$ cat src/rtl/z80_pkg.sv
// Shared Z80 core definitions: LD (nn),IX/IY sequencer states and opcode constants.
package z80_pkg;

  typedef enum logic [2:0] {
    IDLE,
    RD_LO,
    RD_HI,
    WR_LO,
    WR_HI,
    DONE
  } ld_st_t;

  localparam logic [7:0] OP_PREFIX_IX    = 8'hDD;
  localparam logic [7:0] OP_PREFIX_IY    = 8'hFD;
  localparam logic [7:0] OP_LD_IND_NN_RR = 8'h22;
  localparam int         LD_IND_NN_LEN   = 4;

endpackage

$ cat src/rtl/z80_bus_cycle.sv
// Memory bus cycle driver: registered req/wr/addr/wdata held until the ack edge,
// plus completion and read-capture strobes for the owning sequencer.
module z80_bus_cycle (
  input  logic        clk,
  input  logic        reset_n,
  input  logic        launch,
  input  logic        launch_wr,
  input  logic [15:0] launch_addr,
  input  logic [7:0]  launch_wdata,
  input  logic        bus_ack,
  output logic        bus_req,
  output logic        bus_wr,
  output logic [15:0] bus_addr,
  output logic [7:0]  bus_wdata,
  output logic        cyc_done,
  output logic        rd_strobe
);

  // Acks arriving with no request outstanding never complete anything.
  assign cyc_done  = bus_req & bus_ack;
  assign rd_strobe = cyc_done & ~bus_wr;

  always_ff @(posedge clk) begin
    if (!reset_n) begin
      bus_req   <= 1'b0;
      bus_wr    <= 1'b0;
      bus_addr  <= 16'h0000;
      bus_wdata <= 8'h00;
    end else if (launch) begin
      bus_req   <= 1'b1;
      bus_wr    <= launch_wr;
      bus_addr  <= launch_addr;
      bus_wdata <= launch_wdata;
    end else if (cyc_done) begin
      bus_req   <= 1'b0;
    end
  end

endmodule

$ cat src/rtl/z80_ld_ind_nn_ixiy_exec.sv
// LD (nn),IX / LD (nn),IY execution sequencer: fetch nn from the instruction
// stream, store the index register little-endian at nn/nn+1, then retire.
module z80_ld_ind_nn_ixiy_exec
  import z80_pkg::*;
(
  input  logic        clk,
  input  logic        reset_n,
  input  logic        start,
  input  logic        iy,
  input  logic [15:0] ip_in,
  input  logic [15:0] ix_in,
  input  logic [15:0] iy_in,
  output logic        busy,
  output logic        bus_req,
  output logic        bus_wr,
  output logic [15:0] bus_addr,
  output logic [7:0]  bus_wdata,
  input  logic [7:0]  bus_rdata,
  input  logic        bus_ack,
  output logic        done,
  output logic [15:0] ip_out,
  output logic [15:0] fi_mem_waddr,
  output logic [7:0]  fi_mem_wdata,
  output logic [15:0] fi_mem_waddr2,
  output logic [7:0]  fi_mem_wdata2
);

  ld_st_t      state, state_nx;
  logic [15:0] ip_lat, reg_lat;
  logic [7:0]  nn_lo, nn_hi;
  logic [15:0] nn;
  logic        launch, launch_wr;
  logic [15:0] launch_addr;
  logic [7:0]  launch_wdata;
  logic        cyc_done, rd_strobe;

  assign nn   = {nn_hi, nn_lo};
  assign busy = (state != IDLE);
  assign done = (state == DONE);

  always_ff @(posedge clk) begin
    if (!reset_n) state <= IDLE;
    else          state <= state_nx;
  end

  // Next bus cycle is launched on the same edge that completes the current
  // one, so req stays high across back-to-back cycles.
  always_comb begin
    state_nx     = state;
    launch       = 1'b0;
    launch_wr    = 1'b0;
    launch_addr  = 16'h0000;
    launch_wdata = 8'h00;
    unique case (state)
      IDLE: if (start) begin
        state_nx    = RD_LO;
        launch      = 1'b1;
        launch_addr = ip_in + 16'd2;
      end
      RD_LO: if (cyc_done) begin
        state_nx    = RD_HI;
        launch      = 1'b1;
        launch_addr = ip_lat + 16'd3;
      end
      RD_HI: if (cyc_done) begin
        state_nx     = WR_LO;
        launch       = 1'b1;
        launch_wr    = 1'b1;
        launch_addr  = {bus_rdata, nn_lo};
        launch_wdata = reg_lat[7:0];
      end
      WR_LO: if (cyc_done) begin
        state_nx     = WR_HI;
        launch       = 1'b1;
        launch_wr    = 1'b1;
        launch_addr  = nn + 16'd1;
        launch_wdata = reg_lat[15:8];
      end
      WR_HI: if (cyc_done) state_nx = DONE;
      DONE:  state_nx = IDLE;
      default: state_nx = IDLE;
    endcase
  end

  // Operand latches: loaded only when a request is accepted in IDLE.
  always_ff @(posedge clk) begin
    if (state == IDLE && start) begin
      ip_lat  <= ip_in;
      reg_lat <= iy ? iy_in : ix_in;
    end
    if (rd_strobe && state == RD_LO) nn_lo <= bus_rdata;
    if (rd_strobe && state == RD_HI) nn_hi <= bus_rdata;
  end

  always_ff @(posedge clk) begin
    if (!reset_n) begin
      ip_out        <= 16'h0000;
      fi_mem_waddr  <= 16'h0000;
      fi_mem_wdata  <= 8'h00;
      fi_mem_waddr2 <= 16'h0000;
      fi_mem_wdata2 <= 8'h00;
    end else if (state == WR_HI && cyc_done) begin
      ip_out        <= ip_lat + 16'(LD_IND_NN_LEN);
      fi_mem_waddr  <= nn;
      fi_mem_wdata  <= reg_lat[7:0];
      fi_mem_waddr2 <= nn + 16'd1;
      fi_mem_wdata2 <= reg_lat[15:8];
    end
  end

  z80_bus_cycle u_bus (
    .clk          (clk),
    .reset_n      (reset_n),
    .launch       (launch),
    .launch_wr    (launch_wr),
    .launch_addr  (launch_addr),
    .launch_wdata (launch_wdata),
    .bus_ack      (bus_ack),
    .bus_req      (bus_req),
    .bus_wr       (bus_wr),
    .bus_addr     (bus_addr),
    .bus_wdata    (bus_wdata),
    .cyc_done     (cyc_done),
    .rd_strobe    (rd_strobe)
  );

endmodule

$ cat config.mk
export PLATFORM = sky130hd
export DESIGN_NAME = z80_ld_ind_nn_ixiy_exec
export DESIGN_NICKNAME = d
export VERILOG_FILES = /design/src/rtl/z80_pkg.sv /design/src/rtl/z80_bus_cycle.sv /design/src/rtl/z80_ld_ind_nn_ixiy_exec.sv
export SDC_FILE = /design/constraint.sdc
export NUM_CORES = 1
export LEC_CHECK = 0
export CELL_PAD_IN_SITES_DETAIL_PLACEMENT = 1
export CELL_PAD_IN_SITES_GLOBAL_PLACEMENT = 1
export CORE_UTILIZATION = 38
export DETAILED_ROUTE_END_ITERATION = 16
export PLACE_DENSITY = 0.91
export SLEW_MARGIN = 30
export SYNTH_ARGS = -nofsm -noshare
export SYNTH_HDL_FRONTEND = slang
export SYNTH_SLANG_ARGS = --single-unit
$ cat constraint.sdc
create_clock -name clk -period 2.8 [get_ports clk]
set_input_delay 0.84 -clock clk [delete_from_list [all_inputs] [get_ports clk]]
set_output_delay 0.84 -clock clk [all_outputs]
set_load 0.02 [all_outputs]
==> results.md <==
- H-tree depth: 4
- First-pass iteration count of the detailed router: 6
- Dpl hpwl: 16.24 mm
- Req. time, crit path: 1.96 ns
- Core region area: 17240 um2
- Pint: 3.770 mW
- Slew HR: 61.32%
- CTS Sinks: 141
- Startpoint Class: flop
- Pre-CTS WS: 0.01184 ns
- Switching share of power: 25.44%
- Initial antenna violation count: 1
- Vias in the first global route: 6020
- Final min period: 2.771 ns
- Initial Utilization: 38.76%
- Setup TNS: 0 ns
- Number of port buffers: 152
- Routed vias: 5924
- Sequential share of the synthesized area: 49.45%
- Sequential share of power: 44.7%
- Clk_skew: 0.01350 ns
- Area leader, netlist: dfxtp_1
- Detail Route Antenna Nets: 0
- Die height: 134.6 um
- Share of layout cells above drive strength 1: 11.85%
- Fmax achieved: 360.8 MHz
- Design Area, Final: 9119 um2
- Die area: 18110 um2
- Placed Area: 8522 um2
- Clock power share: 44.7%
- Comb pwr share: 10.6%
- First-pass GRT wire length: 34.36 mm
- Worst endpoint data arrival time: 1.93 ns
- Layout Area Growth over Synthesis: 36.51%
- Fin worst setup slack: 0.02856 ns
- Max-cap violations: 0
- First DRT Iteration DRCs: 341
- Largest net degree at the start of global routing: 54
- Average cell area after synthesis: 9.824 um2
- Maximum VDD drop: 0.4916 mV
- Yosys reg bits: 141
- Routed wire length: 22.27 mm
- Share of the synthesized area in the top cell type: 27.87%
- Hold buffer count at cts: 0
- RSZ-0062 raised after global routing: no
- Post-synth EDFFs: 48
- Insertion delay to the later sink of the worst-skew pair: 0.43 ns
- Reg clk slew, reported paths: 0.07 ns
- Cell area after synthesis: 6680 um2
- CTS Root Cell: clkbuf_16
- Critical path class: flop to primary output
- Crit path capture type: primary output
- Vias/cell: 5.536
- Final Setup Violations: 0
- Post-layout net count: 896
- Syn_nets: 745
- Ys async rst share: 0%
- Commonest cells post-synth: 121 x nand2_1, 93 x dfxtp_1, 48 x edfxtp_1
- Layout fillers: 1913
- Hold Fails Final Rpt: 0
- CTS Buf Count: 17
- Post-DR wirelength/cell: 20.82 um
- Switching power total: 1.286 mW
- Total grt overflow: 0
- RePlAce Congestion: 0.8828
- Synth Instances: 680
- I/O pin cnt: 153
- GRT Resource Usage Total: 25.29%
- Period Utilization, post-route: 98.98%
- Slew @ Worst Pin: 0.5780 ns
- Cell variety after synth: 60
- # rows: 48
- Ranking of synthesized cells by area: dfxtp_1 28%, edfxtp_1 22%, nand2_1 6.8%, xnor2_1 4.6%, a21boi_0 4.3%
- Run status: completed
- Post-route DRC: 0
- Design Power: 5.056 mW
- Worst min path class: flop to flop
- Max clock buf depth: 2
- Worst Path Max Fanout: 6
- Leak pwr: 3.334 nW
- Syn. warnings: 0
- CTS tree: built
- Top-count cell post-synth: nand2_1
- Die width: 134.6 um
- Slew Viols, Final: 0
- Cell area power density: 554.5 nW/um2
- Most used DFF post-synth: dfxtp_1
## per-layer routing
| metal | vias to the layer above | routed length (um) | GRT usage (%) |
|---|---|---|---|
| met5 | - | 0 | 0 |
| li1 | 2709 | - | - |
| met2 | 232 | 11240 | 42.77 |
| met4 | 0 | 619 | 10.67 |
| met3 | 42 | 1255 | 5.218 |
| met1 | 2941 | 9160 | 31.31 |
## critical path, stage by stage, from the launching register on
cell	delay, ns
dfxtp_1	0.39
nand2b_1	0.25
nor2_1	0.22
clkdlybuf4s50_1	0.64
## worst paths after layout
kind | startpoint | end | slack [ns] | cells past startpoint
max reg2reg | ip_lat[2] | u_bus.bus_addr[14] | 0.42 | 7
min | fi_mem_wdata2[6] | fi_mem_wdata2[6] | 0.46 | 2
min reg2reg | fi_mem_wdata2[6] | fi_mem_wdata2[6] | 0.46 | 2
max | state[1] | done | 0.03 | 3
## power by group through the flow
stage / combinational, mW / sequential (mW) / clock (mW)
after CTS: 0.530 / 2.26 / 2.29
after floorplan: 0.258 / 2.29 / 0
after global routing: 0.571 / 2.26 / 2.38
after global placement: 0.506 / 2.30 / 0
after detailed placement: 0.521 / 2.30 / 0
final: 0.535 / 2.26 / 2.26
## flip-flops by register name, summed over array words and instances (netlist names), 3 cells and up
register and cells:
nn_lo 8, reg_lat 16, nn_hi 8, fi_mem_waddr2 16
fi_mem_waddr 16, state 3, ip_lat 16, u_bus.bus_addr 16
ip_out 16, fi_mem_wdata2 8, fi_mem_wdata 8, u_bus.bus_wdata 8
## repair_timing
| action | CTS | global route |
|---|---|---|
| buffers inserted | 0 | 0 |
| setup endpoints to repair | 0 | 1 |
| gates resized for setup | 0 | 1 |
## kinds of logic (layout without fill, tap and decap cells)
logic type	count (synthesis)	after routing	share of synthesized area, %
and+or+nand+nor	254	254	18.79
AOI/OAI and AO/OA	142	142	15.64
DFF	141	141	49.45
buffers and inverters	58	222	3.933
xor gates and xnor gates	55	55	7.211
muxes	26	26	4.233
adders and majority gates	4	4	0.7492
other	0	1	0
## layout by cell type, fill, tap and decap left out, drive strengths merged, types with 3 or more instances in the layout
cell and count:
xor2 20, o21a 4, a221oi 3, clkbuf 17
a222oi 4, nand3 26, o221ai 5, clkinv 7
nand2b 6, mux2 18, dfxtp 93, edfxtp 48
xnor2 35, and3 5, or3 3, a22oi 4
a21oi 20, nor2b 15, nor2 36, and2 4
nand2 121, clkdlybuf4s50 151, inv 12, o211a 22
buf 31, mux2i 8, a21boi 41, o21ai 24
nor4 10, nor3 8, ha 4, nand4 12
## cell type report
| cell class | instances | area [um2] | area share (%) |
|---|---|---|---|
| Sequential cell | 141 | 3303 | 36.22 |
| Multi-Input combinational cell | 481 | 3120 | 34.22 |
| Timing Repair Buffer | 182 | 1792 | 19.65 |
| Clock buffer | 17 | 425.4 | 4.665 |
| Tap cell | 225 | 281.5 | 3.087 |
| Clock inverter | 15 | 163.9 | 1.797 |
| Inverter | 8 | 30.03 | 0.3293 |
| Antenna cell | 1 | 2.502 | 0.02744 |
## metrics by stage
step,utilization (%),instances,hold slack (ns)
3_3_place_gp,49.44,1037,0.4509
5_1_grt,52.90,1070,0.4819
4_1_cts,52.86,1069,0.4658
3_5_place_dp,49.44,1037,0.4555
2_1_floorplan,-,680,0.5205
6_report,52.90,1070,0.4631
No activity file was read; power rests on OpenSTA's default activity.
